$ cat src/rtl/div_pkg.sv
// Shared types and defaults for the iterative divider.
package div_pkg;

  typedef enum logic [1:0] {
    IDLE = 2'd0,
    CALC = 2'd1,
    FIX  = 2'd2
  } div_state_e;

  localparam int unsigned DIV_WIDTH_DEFAULT = 32;

endpackage

$ cat src/rtl/div_cond_neg.sv
// Conditional two's complement: y = neg ? -a : a.
module div_cond_neg #(
  parameter int unsigned WIDTH = 32
) (
  input  logic [WIDTH-1:0] a,
  input  logic             neg,
  output logic [WIDTH-1:0] y
);

  // Pass-through or negate.
  always_comb begin
    y = neg ? (~a + WIDTH'(1)) : a;
  end

endmodule

$ cat src/rtl/div_iter_unit.sv
// Iterative radix-2 non-restoring divider, signed or unsigned, WIDTH+1 edge latency.
// Optional feature macro: DIV_ZERO_DETECT_EN (zero divisor short-cuts to FIX,
// q = all ones, r = dividend, div_zero = 1).
module div_iter_unit
  import div_pkg::*;
#(
  parameter int unsigned WIDTH = DIV_WIDTH_DEFAULT
) (
  input  logic             clk,
  input  logic             rst_n,
  input  logic             start,
  input  logic             signed_div,
  input  logic             abort,
  input  logic [WIDTH-1:0] dividend,
  input  logic [WIDTH-1:0] divisor,
  output logic             busy,
  output logic             done,
  output logic [WIDTH-1:0] q,
  output logic [WIDTH-1:0] r,
  output logic             div_zero
);

  localparam int unsigned    CW   = $clog2(WIDTH);
  localparam logic [CW-1:0] LAST = CW'(WIDTH - 1);

  div_state_e       state_q, state_d;
  logic [WIDTH:0]   rem_q, rem_d;
  logic [WIDTH-1:0] qreg_q, qreg_d;
  logic [WIDTH-1:0] dvs_q, dvs_d;
  logic [CW-1:0]    cnt_q, cnt_d;
  logic             qneg_q, qneg_d;
  logic             rneg_q, rneg_d;
  logic [WIDTH-1:0] q_q, q_d;
  logic [WIDTH-1:0] r_q, r_d;
  logic             done_q, done_d;
`ifdef DIV_ZERO_DETECT_EN
  logic             dz_q, dz_d;
  logic             divz_q, divz_d;
`endif

  logic [WIDTH-1:0] dvd_abs, dvs_abs;
  logic [WIDTH:0]   step_in, step_res;
  logic [WIDTH-1:0] rem_fix, q_res, r_res;

  div_cond_neg #(.WIDTH(WIDTH)) u_neg_dvd (
    .a(dividend), .neg(signed_div & dividend[WIDTH-1]), .y(dvd_abs));
  div_cond_neg #(.WIDTH(WIDTH)) u_neg_dvs (
    .a(divisor), .neg(signed_div & divisor[WIDTH-1]), .y(dvs_abs));
  div_cond_neg #(.WIDTH(WIDTH)) u_neg_q (
    .a(qreg_q), .neg(qneg_q), .y(q_res));
  div_cond_neg #(.WIDTH(WIDTH)) u_neg_r (
    .a(rem_fix), .neg(rneg_q), .y(r_res));

  // One non-restoring step; the shifted-out top bit is redundant because the
  // result always lies in [-divisor, divisor) and so fits WIDTH+1 bits.
  always_comb begin
    step_in  = {rem_q[WIDTH-1:0], qreg_q[WIDTH-1]};
    step_res = rem_q[WIDTH] ? (step_in + {1'b0, dvs_q})
                            : (step_in - {1'b0, dvs_q});
    rem_fix  = rem_q[WIDTH] ? (rem_q[WIDTH-1:0] + dvs_q) : rem_q[WIDTH-1:0];
  end

  // Next-state and datapath control.
  always_comb begin
    state_d = state_q;
    rem_d   = rem_q;
    qreg_d  = qreg_q;
    dvs_d   = dvs_q;
    cnt_d   = cnt_q;
    qneg_d  = qneg_q;
    rneg_d  = rneg_q;
    q_d     = q_q;
    r_d     = r_q;
    done_d  = 1'b0;
`ifdef DIV_ZERO_DETECT_EN
    dz_d    = dz_q;
    divz_d  = divz_q;
`endif
    unique case (state_q)
      IDLE: begin
        if (start && !abort) begin
          qreg_d  = dvd_abs;
          dvs_d   = dvs_abs;
          qneg_d  = signed_div & (dividend[WIDTH-1] ^ divisor[WIDTH-1]);
          rneg_d  = signed_div & dividend[WIDTH-1];
          rem_d   = '0;
          cnt_d   = '0;
          state_d = CALC;
`ifdef DIV_ZERO_DETECT_EN
          dz_d = (divisor == '0);
          if (divisor == '0) begin
            // Keep the raw dividend so FIX can return it unmodified.
            qreg_d  = dividend;
            state_d = FIX;
          end
`endif
        end
      end
      CALC: begin
        if (abort) begin
          state_d = IDLE;
        end else begin
          rem_d  = step_res;
          qreg_d = {qreg_q[WIDTH-2:0], ~step_res[WIDTH]};
          cnt_d  = cnt_q + CW'(1);
          if (cnt_q == LAST) state_d = FIX;
        end
      end
      FIX: begin
        state_d = IDLE;
        if (!abort) begin
          q_d    = q_res;
          r_d    = r_res;
          done_d = 1'b1;
`ifdef DIV_ZERO_DETECT_EN
          divz_d = dz_q;
          if (dz_q) begin
            q_d = '1;
            r_d = qreg_q;
          end
`endif
        end
      end
      default: state_d = IDLE;
    endcase
  end

  // State and result registers.
  always_ff @(posedge clk or negedge rst_n) begin
    if (!rst_n) begin
      state_q <= IDLE;
      rem_q   <= '0;
      qreg_q  <= '0;
      dvs_q   <= '0;
      cnt_q   <= '0;
      qneg_q  <= 1'b0;
      rneg_q  <= 1'b0;
      q_q     <= '0;
      r_q     <= '0;
      done_q  <= 1'b0;
`ifdef DIV_ZERO_DETECT_EN
      dz_q    <= 1'b0;
      divz_q  <= 1'b0;
`endif
    end else begin
      state_q <= state_d;
      rem_q   <= rem_d;
      qreg_q  <= qreg_d;
      dvs_q   <= dvs_d;
      cnt_q   <= cnt_d;
      qneg_q  <= qneg_d;
      rneg_q  <= rneg_d;
      q_q     <= q_d;
      r_q     <= r_d;
      done_q  <= done_d;
`ifdef DIV_ZERO_DETECT_EN
      dz_q    <= dz_d;
      divz_q  <= divz_d;
`endif
    end
  end

  assign busy = (state_q == CALC) || (state_q == FIX);
  assign done = done_q;
  assign q    = q_q;
  assign r    = r_q;
`ifdef DIV_ZERO_DETECT_EN
  assign div_zero = divz_q;
`else
  assign div_zero = 1'b0;
`endif

endmodule

$ cat config.mk
export PLATFORM = sky130hd
export DESIGN_NAME = div_iter_unit
export DESIGN_NICKNAME = d
export VERILOG_FILES = /design/src/rtl/div_pkg.sv /design/src/rtl/div_cond_neg.sv /design/src/rtl/div_iter_unit.sv
export SDC_FILE = /design/constraint.sdc
export NUM_CORES = 1
export LEC_CHECK = 0
export ABC_AREA = 1
export CAP_MARGIN = 20
export CORE_MARGIN = 2
export CORE_UTILIZATION = 60
export DETAILED_ROUTE_END_ITERATION = 12
export PLACE_DENSITY_LB_ADDON = 0.12
export REMOVE_ABC_BUFFERS = 1
export SLEW_MARGIN = 30
export SYNTH_ARGS = -nofsm -noshare
export SYNTH_HDL_FRONTEND = slang
export SYNTH_SLANG_ARGS = --single-unit
$ cat constraint.sdc
create_clock -name clk -period 4.4 [get_ports clk]
set_input_delay 0.66 -clock clk [delete_from_list [all_inputs] [get_ports clk]]
set_output_delay 0.66 -clock clk [all_outputs]
set_load 0.02 [all_outputs]
==> results.cfg <==
[drt]
wl_mm = 42.66
wire_per_inst_um = 15.77
drtIter0Drc = 1325
drt_first_pass_iters = 8
remaining_drc_errors = 0
num_vias = 15136
antenna_left = 0
drt-vias-per-instance = 5.596

[worst_setup_path]
worstSetupPathType = register to register
cp-end-kind = register
max_stage_delay_ns = 0.44
crit_slowest_cell = dfrtp_1
reg2reg_depth = 19
crit_arrival_ns = 4.17
crit_path_start_kind = register
path_cells = nor3_1, inv_1, nor3_2, nand3_1, nor4_2, a21oi_1, xor2_1, ha_1, nand2_1, nor2_1, nand3_1, o21ai_0, nand2_1, nand2_1, nand2_1, nand2_1, a21oi_1, o21ai_0, o21ai_0
cp_max_fo = 5
cp_common_cell = nand2_1
cp.required_ns = 4.71

[cts]
cts_setup_buffers = 0
clk_latency_ns = 0.45
clk_path_buf_depth = 2
cts-buffers-inserted = 17
path_clk_slew_ns = 0.08
cts_tree = yes
cts_hold_buf = 0
cts_root_buffer = clkbuf_16
htree_levels = 4
clock_sinks = 171
cts_resized = 0

[synth]
syn_area_per_cell_um2 = 6.530
netlist_instances = 2269
netlist_area_um2 = 14820
synth.top_cell.area_share_pct = 28.88
post-synth-top-count-cell = nand2_1
ys.flop_type = dfrtp_1
synth_common_cells = nand2_1 (648), inv_1 (257), o21ai_0 (210), nor2_1 (201), dfrtp_1 (171)
yosys_register_bits = 171
async_reset_ff_share_pct = 100.0
synth_edf_count = 0
synth.distinct_cells = 57
synth_area_leader_cell = dfrtp_1
ys_seq_area_share_pct = 28.88
synth.area.top_cells = dfrtp_1 (29%), nand2_1 (16%), o21ai_0 (7.1%), inv_1 (6.5%), ha_1 (6.2%)
ys_warn_count = 0

[timing]
skew_ns = 0.01826
finalHoldViolCount = 0
period_share_pct = 87.91
fmax_ghz = 0.2585
tightest_slew_ns = 0.9913
setup_violations = 0
slew_headroom_pct = 33.84
layout_min_cycle_time_ns = 3.868
rsz0062_at_grt = false
drv_slew = 0

[layout]
antenna_cells = 0
fin_util_pct = 70.17
area_growth_pct = 14.83
stdcell_count = 2705
fill_cells = 2059
drive_gt1_share_pct = 5.040
final_nets = 2513

[power_and_ir_drop]
power_leakage_nw = 8.465
ir_drop_mv = 0.4036
p_per_area_nw_per_um2 = 717.0

[global_routing]
grtUsageTotal_pct = 33.10
grt_pass1_vias = 13874
grt_overflow = 0
met3_usage_pct = 6.600
grtUsageMet1_pct = 47.89
antenna_found_initial = 0
grtUsageMet2_pct = 51.11
grt_max_degree = 98
grt_pass1_wl_mm = 69.22
grt-busiest-layer = met2

[place]
hpwl_mm = 33.65
port_buffers = 134
dp_cells = 2673
place_congestion = 1.008

[floorplanning]
die_width_um = 161.1
die_y_um = 161.1
io_pins = 136
initial_core_util_pct = 61.10
std_cell_rows = 57
dieArea_um2 = 25970
coreArea_um2 = 24250

[run]
drv_cap = 0

[run_status]
status = finished clean

[min_path]
hold_class = primary input to asynchronous set/reset pin
[through the flow]
| step | area (µm²) | TNS (ns) | hold WS [ns] | setup slack (ns) | total power (W) |
|---|---|---|---|---|---|
| floorplan | 14530 | -22.59 | 0.3644 | -0.5302 | 0.008278 |
| CTS | 17010 | 0 | 0.2414 | 0.5741 | 0.01202 |
| finish | 17010 | 0 | 0.2098 | 0.5318 | 0.01220 |
| detailed placement | 16410 | 0 | 0.4641 | 0.6361 | 0.01043 |
| global route | 17010 | 0 | 0.2648 | 0.06468 | 0.01330 |
| global placement | 16410 | 0 | 0.4613 | 0.7428 | 0.01027 |
[state kept, by name (all words and copies together), names as in the netlist]
register  count
dvs_q        32
rneg_q        1
q            32
done          1
state_q       2
r            32
qreg_q       32
rem_q        33
cnt_q         5
qneg_q        1
[worst max-delay path, delay by kind of cell, from the launching register on]
kind | cells | cell delay, ns
compound gates | 5 | 0.93
xor+xnor | 1 | 0.18
fa+ha+maj | 1 | 0.36
buf+inv | 1 | 0.08
flops | 1 | 0.44
simple gates | 11 | 1.72
[per-layer routing]
| metal | wire (µm) | up-vias |
|---|---|---|
| met3 | 3706 | 62 |
| met4 | 703 | 0 |
| met2 | 18520 | 584 |
| met5 | 0 | - |
| met1 | 19730 | 6870 |
| li1 | - | 7620 |
[area by class of cell]
class	instances	area [µm²]	share of cell area, %
clock buffer	17	425.4	2.500
clock inverter	15	173.9	1.022
sequential	171	4279	25.15
multi-input combinational	1758	9245	54.34
timing repair buffer	149	1468	8.626
inverter	271	1017	5.979
tap	324	405.4	2.383
[worst paths after layout]
path                            startpoint   endpoint  slack, ns
worst max-delay path              dvs_q[2]  rem_q[32]       0.53
worst min-delay path                 rst_n       r[3]       0.21
worst max register to register    dvs_q[2]  rem_q[32]       0.53
worst min register to register       r[30]      r[30]       0.48
max in group asynchronous            rst_n  qreg_q[6]       3.21
min in group clk                     r[30]      r[30]       0.48
[placed cells by master, fill, tap and decap left out, types with 10 or more instances in the layout]
cell type,netlist,layout
a21oi_1,134,134
a31oi_1,12,12
buf_4,3,14
clkbuf_16,0,17
clkdlybuf4s50_1,0,133
dfrtp_1,171,171
ha_1,74,74
inv_1,257,257
inv_2,13,13
nand2_1,648,647
nand2_2,14,14
nand3_1,136,135
nand4_1,22,22
nor2_1,201,200
nor2_2,10,11
nor3_1,28,28
nor4_1,15,15
o211ai_1,22,22
o21ai_0,210,210
o21ai_1,10,10
o22ai_1,11,11
o31ai_1,17,17
xnor2_1,34,34
xor2_1,83,83
[power by group]
part	internal (W)	switching, W
Sequential	0.00206	0.000766
Combinational	0.00271	0.00510
Clock	0.000769	0.000797
[cells by family after synthesis]
family	synth area share, %
DFF	28.88
buffers and inverters	8.825
and+or+nand+nor	32.11
AOI/OAI and AO/OA	16.73
xor gates and xnor gates	6.916
other	0.02531
adders and majority gates	6.519
No activity file was read; power rests on OpenSTA's default activity.
